===== src/rtl/tm_program_driver.sv =====
// tm_program_driver: replays a buffered program into the Turing machine via Next/Done pulses,
// then steps the run and emits one trace word per step until Compute_done or the step limit.
module tm_program_driver #(
    parameter int SYM_W     = 4,
    parameter int PROG_LEN  = 64,
    parameter int SETUP     = 3,
    parameter int HOLD      = 2,
    parameter int GAP       = 2,
    parameter int SETTLE    = 5,
    parameter int MAX_STEPS = 32,
    localparam int ADDR_W   = $clog2(PROG_LEN)
) (
    input  logic              clock,
    input  logic              reset,
    input  logic              prog_we,
    input  logic [ADDR_W-1:0] prog_addr,
    input  logic [SYM_W-1:0]  prog_wdata,
    input  logic [ADDR_W:0]   prog_count,
    input  logic              start,
    output logic [SYM_W-1:0]  input_data,
    output logic              Next,
    output logic              Done,
    input  logic [10:0]       display,
    input  logic              Compute_done,
    output logic              busy,
    output logic              trace_valid,
    output logic [10:0]       trace_data,
    output logic [ADDR_W:0]   step_count,
    output logic              finished,
    output logic              timeout
);
    localparam int CW = ADDR_W + 1;
    localparam logic [3:0] IDLE     = 4'd0;
    localparam logic [3:0] L_SETUP  = 4'd1;
    localparam logic [3:0] L_PULSE  = 4'd2;
    localparam logic [3:0] L_GAP    = 4'd3;
    localparam logic [3:0] D_PULSE  = 4'd4;
    localparam logic [3:0] D_GAP    = 4'd5;
    localparam logic [3:0] R_SETTLE = 4'd6;
    localparam logic [3:0] R_SAMPLE = 4'd7;
    localparam logic [3:0] R_PULSE  = 4'd8;
    localparam logic [3:0] R_GAP    = 4'd9;
    localparam logic [3:0] FINISH   = 4'd10;
    localparam logic [7:0] T_SETUP  = 8'(SETUP - 1);
    localparam logic [7:0] T_HOLD   = 8'(HOLD - 1);
    localparam logic [7:0] T_GAP    = 8'(GAP - 1);
    localparam logic [7:0] T_SETTLE = 8'(SETTLE - 1);
    localparam logic [ADDR_W:0] LEN = CW'(PROG_LEN);

    logic [3:0]       state_q, state_d;
    logic [7:0]       tmr_q, tmr_d;
    logic [ADDR_W:0]  cnt_q, cnt_d, idx_q, idx_d, step_q, step_d;
    logic [ADDR_W:0]  cnt_in, idx_inc;
    logic [SYM_W-1:0] din_q, din_d;
    logic             tout_q, tout_d;
    logic [10:0]      trace_q, trace_d;
    logic [SYM_W-1:0] buf_q [PROG_LEN];
    logic             expire;

    assign cnt_in  = prog_count > LEN ? LEN : prog_count;
    assign idx_inc = idx_q + CW'(1);
    assign expire  = tmr_q == 8'd0;

    // Every timed state reloads tmr on entry and leaves when it reaches zero.
    always_comb begin
        state_d = state_q;
        tmr_d   = tmr_q - 8'd1;
        cnt_d   = cnt_q;
        idx_d   = idx_q;
        step_d  = step_q;
        din_d   = din_q;
        tout_d  = tout_q;
        trace_d = trace_q;
        case (state_q)
            IDLE, FINISH: if (start) begin
                cnt_d   = cnt_in;
                idx_d   = '0;
                step_d  = '0;
                tout_d  = 1'b0;
                state_d = cnt_in == '0 ? D_PULSE : L_SETUP;
                tmr_d   = cnt_in == '0 ? T_HOLD : T_SETUP;
                din_d   = cnt_in == '0 ? '0 : buf_q[0];
            end
            L_SETUP: if (expire) begin
                state_d = L_PULSE;
                tmr_d   = T_HOLD;
            end
            L_PULSE: if (expire) begin
                state_d = L_GAP;
                tmr_d   = T_GAP;
            end
            L_GAP: if (expire) begin
                idx_d   = idx_inc;
                state_d = idx_inc == cnt_q ? D_PULSE : L_SETUP;
                tmr_d   = idx_inc == cnt_q ? T_HOLD : T_SETUP;
                din_d   = idx_inc == cnt_q ? din_q : buf_q[idx_inc[ADDR_W-1:0]];
            end
            D_PULSE: if (expire) begin
                state_d = D_GAP;
                tmr_d   = T_GAP;
            end
            D_GAP, R_GAP: if (expire) begin
                state_d = R_SETTLE;
                tmr_d   = T_SETTLE;
            end
            R_SETTLE: if (expire) state_d = R_SAMPLE;
            R_SAMPLE: begin
                trace_d = display;
                if (Compute_done || step_q == CW'(MAX_STEPS)) begin
                    state_d = FINISH;
                    tout_d  = !Compute_done;
                end else begin
                    state_d = R_PULSE;
                    tmr_d   = T_HOLD;
                    step_d  = step_q + CW'(1);
                end
            end
            R_PULSE: if (expire) begin
                state_d = R_GAP;
                tmr_d   = T_GAP;
            end
            default: state_d = IDLE;
        endcase
    end

    always_ff @(posedge clock) begin
        if (!reset) begin
            state_q <= IDLE;
            tmr_q   <= '0;
            cnt_q   <= '0;
            idx_q   <= '0;
            step_q  <= '0;
            din_q   <= '0;
            tout_q  <= 1'b0;
            trace_q <= '0;
        end else begin
            state_q <= state_d;
            tmr_q   <= tmr_d;
            cnt_q   <= cnt_d;
            idx_q   <= idx_d;
            step_q  <= step_d;
            din_q   <= din_d;
            tout_q  <= tout_d;
            trace_q <= trace_d;
        end
    end

    // The buffer survives reset so a program can be replayed after an abort.
    always_ff @(posedge clock) begin
        if (prog_we && state_q == IDLE) buf_q[prog_addr] <= prog_wdata;
    end

    assign input_data  = din_q;
    assign Next        = state_q == L_PULSE || state_q == R_PULSE;
    assign Done        = state_q == D_PULSE;
    assign busy        = state_q != IDLE && state_q != FINISH;
    assign trace_valid = state_q == R_SAMPLE;
    assign trace_data  = trace_valid ? display : trace_q;
    assign step_count  = step_q;
    assign finished    = state_q == FINISH;
    assign timeout     = tout_q;
endmodule


===== config.mk =====
export PLATFORM = sky130hd
export DESIGN_NAME = tm_program_driver
export DESIGN_NICKNAME = d
export VERILOG_FILES = /design/src/rtl/tm_program_driver.sv
export SDC_FILE = /design/constraint.sdc
export NUM_CORES = 1
export LEC_CHECK = 0
export CAP_MARGIN = 20
export CORE_ASPECT_RATIO = 2
export CORE_UTILIZATION = 40
export CTS_CLUSTER_SIZE = 40
export DETAILED_ROUTE_END_ITERATION = 8
export GPL_ROUTABILITY_DRIVEN = 1
export SYNTH_ARGS = -nofsm -noshare
export SYNTH_HDL_FRONTEND = slang
export SYNTH_SLANG_ARGS = --single-unit

===== constraint.sdc =====
create_clock -name clock -period 3.1 [get_ports clock]
set_clock_uncertainty 0.2 [all_clocks]
set_input_delay 0.62 -clock clock [delete_from_list [all_inputs] [get_ports clock]]
set_output_delay 0.62 -clock clock [all_outputs]
set_load 0.02 [all_outputs]

Word-level counts from Yosys, hierarchy flattened:

Memories as Yosys holds them, arrays and structs flattened.
Index checks and enable logic that the tools add are counted.

* register bits after elaboration: 49
* memories kept: 1
* bits in writable memories: 256
* word-level logic and storage cells: 94

Memories
* buf_q: words 64, width 4, read ports 2, clocked after memory_dff 0, write ports 1, RTL line 57 `logic [SYM_W-1:0] buf_q [PROG_LEN];`

* mux-type cells: 37
* reduce and logical (&&, ||, !) cells: 20
* add/sub/neg operators: 3
* $lt $le $gt $ge: 1
* equality and inequality tests: 24

Operators with widths (number)
* 4-bit 2-to-1 mux: 12
* 8-bit 2-to-1 mux: 5
* 8-bit one-hot mux with 5 select lines: 1
* 4-bit one-hot mux with 9 select lines: 1
* 7-bit 2-to-1 mux: 4
* 7-bit one-hot mux with 2 select lines: 2
* 2-bit inequality test (second input constant): 9
* 4-bit by 3-bit == test with 1-bit output (second input constant): 4
* 7-bit by 1-bit adder with 7-bit output (second input constant): 2
* 4-bit == test (second input constant): 3
* 11-bit 2-to-1 mux: 1
* 3-bit AND reduction: 3
* 4-bit by 2-bit == test with 1-bit output (second input constant): 2
* 8-bit zero test: 1
* 4-bit one-hot mux with 2 select lines: 1
* 8-bit AND reduction: 1
* 8-bit by 1-bit subtractor with 8-bit output (second input constant): 1
* 7-bit by 6-bit == test with 1-bit output (second input constant): 1
* 7-bit == test: 1
* 7-bit greater-than comparator (second input constant): 1
* 7-bit zero test: 1
* 2-bit 2-to-1 mux: 3
* 3-bit 2-to-1 mux: 2
* 4-bit by 1-bit == test with 1-bit output (second input constant): 1
* 14 further kinds: 22

Logic depth before layout (Yosys ltp):

* depth in word-level cells: 6
* gate-level depth with buffers: 10

Worst setup path after synthesis:

No wires, ideal clock.

* path kind: reg2reg
* from: reg idx_q[1]
* to: reg din_q[3] (netlist: input_data[3])
* path slack: 394 ps
* required time: 2783 ps
* arrival: 2390 ps
* stages on the path, launching flop included: 10
* cell sequence: dfxtp_1 > ha_1 > buf_2 > xor2_2 > xnor2_1 > nand4_1 > a221o_1 > o311ai_2 > nor3_1 > a22o_1

* word-level cells in the longest chain between the ends: 5
* elaborated cells between the ends (all ways): 8

RTL lines
* start, declared: RTL line 52 `logic [ADDR_W:0] cnt_q, cnt_d, idx_q, idx_d, step_q, step_d;`
* start signal, assigned: RTL line 140 `idx_q <= idx_d;`
* 7-bit by 1-bit adder with 7-bit output *: RTL line 61 `assign idx_inc = idx_q + CW'(1);`
* memory 64 x 4 bit
* 4-bit 2-to-1 mux: RTL line 96 `din_d = idx_inc == cnt_q ? din_q : buf_q[idx_inc[ADDR_W-1:0]];`
* 4-bit 2-to-1 mux: RTL line 92 `L_GAP: if (expire) begin`
* 4-bit one-hot mux with 2 select lines: RTL line 74 `case (state_q)`
* end signal, assigned: RTL line 142 `din_q <= din_d;`
* end, declared: RTL line 54 `logic [SYM_W-1:0] din_q, din_d;`

Every way passes the cells marked *; elsewhere a longest branch is shown, timed or not. The select of a mux whose other input is x is not followed.
A chain may end at the register's enable or synchronous reset.

Worst setup path in the final report:

* from: reg state_q[3]
* to: out Done

* word-level cells in the longest chain between the ends: 1

RTL lines
* start, declared: RTL line 50 `logic [3:0] state_q, state_d;`
* start signal, assigned: RTL line 137 `state_q <= state_d;`
* 4-bit by 3-bit == test with 1-bit output: RTL line 155 `assign Done = state_q == D_PULSE;`
* end, declared: RTL line 22 `output logic Done,`

Every way passes these cells.

==> insert_results.sql <==
INSERT INTO impl_metrics (metric_group, metric, value, unit) VALUES
('place', 'place_inst', '1430', ''),
('cells_and_area', 'nNetsFinal', '1072', ''),
('pwr', 'power.ir.vdd_worst', '428.9', 'uV'),
('place', 'place_congestion', '0.8610', ''),
('logic_synthesis', 'synth_ff_type', 'edfxtp_1', ''),
('logic_synthesis', 'number_of_enable_flip_flop_cells_after_synthesis', '256', ''),
('floorplanning', 'placeableCoreArea', '32230', 'sq um'),
('place', 'hpwl', '22380', 'microns'),
('logic_synthesis', 'syn-cell-area', '13070', 'sq um'),
('timing', 'post-route-period-util', '96.16', '%'),
('global_routing', 'via_count_of_the_first_global_routing_pass', '8283', ''),
('route', 'routed_wire_length_per_instance', '21.63', 'microns'),
('route', 'initialDrtViolationCount', '401', ''),
('clock_network', 'cts_hold_buffers', '0', ''),
('clock_network', 'clk_pin_slew', '0.06', 'ns'),
('clock_network', 'clock-sinks', '305', ''),
('floorplanning', 'std_cell_rows', '93', ''),
('logic_synthesis', 'ys_warn_count', '0', ''),
('floorplanning', 'die_height', '257.6', 'microns'),
('critical_path', 'setup.worst_path.class', 'reg2out', ''),
('floorplanning', 'design.portCount', '61', ''),
('logic_synthesis', 'share_of_the_synthesized_area_in_the_top_cell_type', '58.82', '%'),
('logic_synthesis', 'ys_ff_latch', '305', ''),
('route', 'firstDrtPassIters', '4', ''),
('floorplanning', 'die_x', '129.8', 'microns'),
('timing', 'grt_setup_unrepaired', 'false', ''),
('critical_path', 'critical_path.endpoint_type', 'output port', ''),
('critical_path', 'required_time_of_the_critical_path', '2.28', 'ns'),
('clock_network', 'clk_root_buffer_cell', 'clkbuf_16', ''),
('global_routing', 'antenna_found_initial', '0', ''),
('logic_synthesis', 'syn-instance-count', '912', ''),
('timing', 'final-hold-violation-count', '0', ''),
('logic_synthesis', 'syn-mean-instance-area', '14.33', 'sq um'),
('route', 'routed_via_density', '5.370', ''),
('critical_path', 'worst_setup_sp_type', 'flop', ''),
('clock_network', 'inserted_clock_buffers', '28', ''),
('timing', 'worst-slew-pin-transition', '0.9812', 'ns'),
('pwr', 'switching_share', '25.17', '%'),
('pwr', 'internal_power_of_the_cells', '7.325', 'mW'),
('pwr', 'combPwrFrac', '14.6', '%'),
('pwr', 'static-leakage-power', '5.213', 'nW'),
('logic_synthesis', 'post_synth_num_cell_types', '58', ''),
('job', 'drv.max_cap_violation_count', '0', ''),
('route', 'drt-total-wl', '32080', 'microns'),
('min_path', 'hold_path_class', 'reg2reg', ''),
('clock_network', 'worst_skew_pair_latency', '0.57', 'ns'),
('cells_and_area', 'finish.cell_count_without_fillers', '1483', ''),
('timing', 'max_slew_margin', '33.75', '%'),
('clock_network', 'ctsLongestPathBuffers', '3', ''),
('run_status', 'status', 'completed', ''),
('critical_path', 'worst_reg2reg_setup_slack', '0.20', 'ns'),
('global_routing', 'grt_use_total', '20.05', '%'),
('clock_network', 'htree_num_levels', '1', ''),
('place', 'numPortBuffers', '60', ''),
('logic_synthesis', 'yosysTopAreaCell', 'edfxtp_1', ''),
('global_routing', 'global_route_wire_length_before_repair', '49020', 'microns'),
('cells_and_area', 'layout.cells.most_common_list', 'edfxtp_1, nor2_1, nand2_1', ''),
('global_routing', 'pin_count_of_the_biggest_net_entering_global_routing', '65', ''),
('timing', 'slew_violations', '0', ''),
('global_routing', 'gr-total-overflow', '0', ''),
('clock_network', 'tritoncts_clock_tree', 'built', ''),
('route', 'final_antenna_net_count', '0', ''),
('cells_and_area', 'area_growth_synth_to_finish', '20.01', '%'),
('critical_path', 'worstPathArrival', '2.16', 'ns'),
('timing', 'period_needed', '2.981', 'ns'),
('logic_synthesis', 'synth.net_count', '950', ''),
('floorplanning', 'initial_utilization', '40.55', '%'),
('cells_and_area', 'post_route_cells_drive_above_1_share', '20.27', '%'),
('cells_and_area', 'final_common_cell', 'edfxtp_1', ''),
('pwr', 'power.sequential.fraction', '47.1', '%'),
('pwr', 'total_net_switching_power', '2.464', 'mW'),
('pwr', 'p_clk_share', '38.3', '%'),
('cells_and_area', 'antenna_cells_inserted', '0', ''),
('timing', 'final_setup_violation_count', '0', ''),
('route', 'drc', '0', ''),
('logic_synthesis', 'async_reset_ff_share', '0', '%'),
('critical_path', 'timing.critical_path.fanout_max', '23', ''),
('pwr', 'power_density', '624.1', 'nW/um^2'),
('logic_synthesis', 'synthTopCellsByArea', 'edfxtp_1, mux4_2, dfxtp_1', ''),
('logic_synthesis', 'share_of_the_yosys_chip_area_belonging_to_registers', '66.33', '%'),
('timing', 'highest_clock_rate', '335.4', 'MHz'),
('cells_and_area', 'finish.utilization', '48.66', '%'),
('route', 'count_of_vias_placed_by_the_detailed_router', '7963', ''),
('floorplanning', 'dieArea', '33440', 'sq um');
-- flip-flops by register name, indices dropped and copies added, names as in the netlist --
| signal | cells |
|---|---|
| buf_q | 256 |
| cnt_q | 7 |
| idx_q | 7 |
| input_data | 4 |
| state_q | 4 |
| step_count | 7 |
| timeout | 1 |
| tmr_q | 8 |
| trace_q | 11 |
-- cell families (layout without fill, tap and decap cells) --
family,after synthesis,after routing,synth area share [%]
multiplexers,78,78,11.77
buffers and inverters,61,205,2.020
flip-flops,305,305,66.33
adder cells (fa/ha/maj),5,5,0.4787
XOR/XNOR,25,25,1.790
AO/OA/AOI/OAI,109,109,5.447
AND/OR/NAND/NOR,329,329,12.17
-- synthesized netlist by cell type (all sizes together) (5+ instances only) --
library cell and number:
mux4 60, or3 5, nand2 85, ha 5, inv 9, clkbuf 32
nand3b 7, dfxtp 49, nor2 102, and2 19, xor2 13, nor3b 8
mux2i 13, o21ai 17, mux2 5, a21boi 8, buf 20, a21oi 39
nand3 20, nand2b 5, nor4 10, a22o 5, edfxtp 256, nand4 5
o31ai 7, xnor2 12, nor3 22, nor2b 31
-- cell type report --
type,count,area (sq um)
Clock buffer,32,737.0
Timing Repair Buffer,144,1287
Inverter,9,37.54
Sequential cell,305,8672
Tap cell,427,534.3
Multi-Input combinational cell,546,4150
Clock inverter,20,265.3
Fill cell,2817,16550
-- per-layer routing --
metal  track usage, %  share of wire [%]  routed length [microns]
met5                0                  0                        0
met3            2.196                3.4                     1094
met4            9.173                4.1                     1326
met1            20.04                 34                    10810
met2            39.84                 59                    18850
-- power by group through the flow --
stage | Sequential [mW] | Clock [mW] | Combinational (mW)
floorplan | 4.69 | 0 | 0.883
global placement | 4.70 | 0 | 1.42
detailed placement | 4.70 | 0 | 1.42
CTS | 4.61 | 3.83 | 1.43
global route | 4.62 | 3.97 | 1.54
finish | 4.62 | 3.75 | 1.42
-- timing repair --
item / in CTS / in global routing
gates cloned: 0 / 0
setup buffers: 1 / 0
resized for setup: 7 / 8
setup endpoints to repair: 13 / 8
-- metrics by stage --
step | hold slack (ns) | area [sq um] | TNS (ns) | total power, mW | setup WS (ns)
6_report | 0.3239 | 15680 | 0 | 9.789 | 0.1189
5_1_grt | 0.3469 | 15680 | 0 | 10.13 | 0.01206
2_1_floorplan | 0.2851 | 13070 | 0 | 5.576 | 0.3935
3_3_place_gp | 0.2820 | 14640 | 0 | 6.119 | 0.2204
3_5_place_dp | 0.2893 | 14640 | 0 | 6.123 | 0.1823
4_1_cts | 0.3199 | 15660 | -0.002052 | 9.872 | -0.002052
-- path summary, 6_finish.rpt --
kind	from	to	cells past startpoint
worst max-delay path	state_q[3]	Done	4
worst min-delay path	tmr_q[5]	tmr_q[5]	2
worst max register to register	idx_q[1]	input_data[2]	7
worst min register to register	tmr_q[5]	tmr_q[5]	2
-- worst max-delay path, stage by stage, from the launching register on --
cell             delay (ns)
dfxtp_1                0.31
buf_4                  0.20
nand2b_1               0.19
nor3_1                 0.25
clkdlybuf4s50_1        0.66
(Power assumes the default switching activity.)
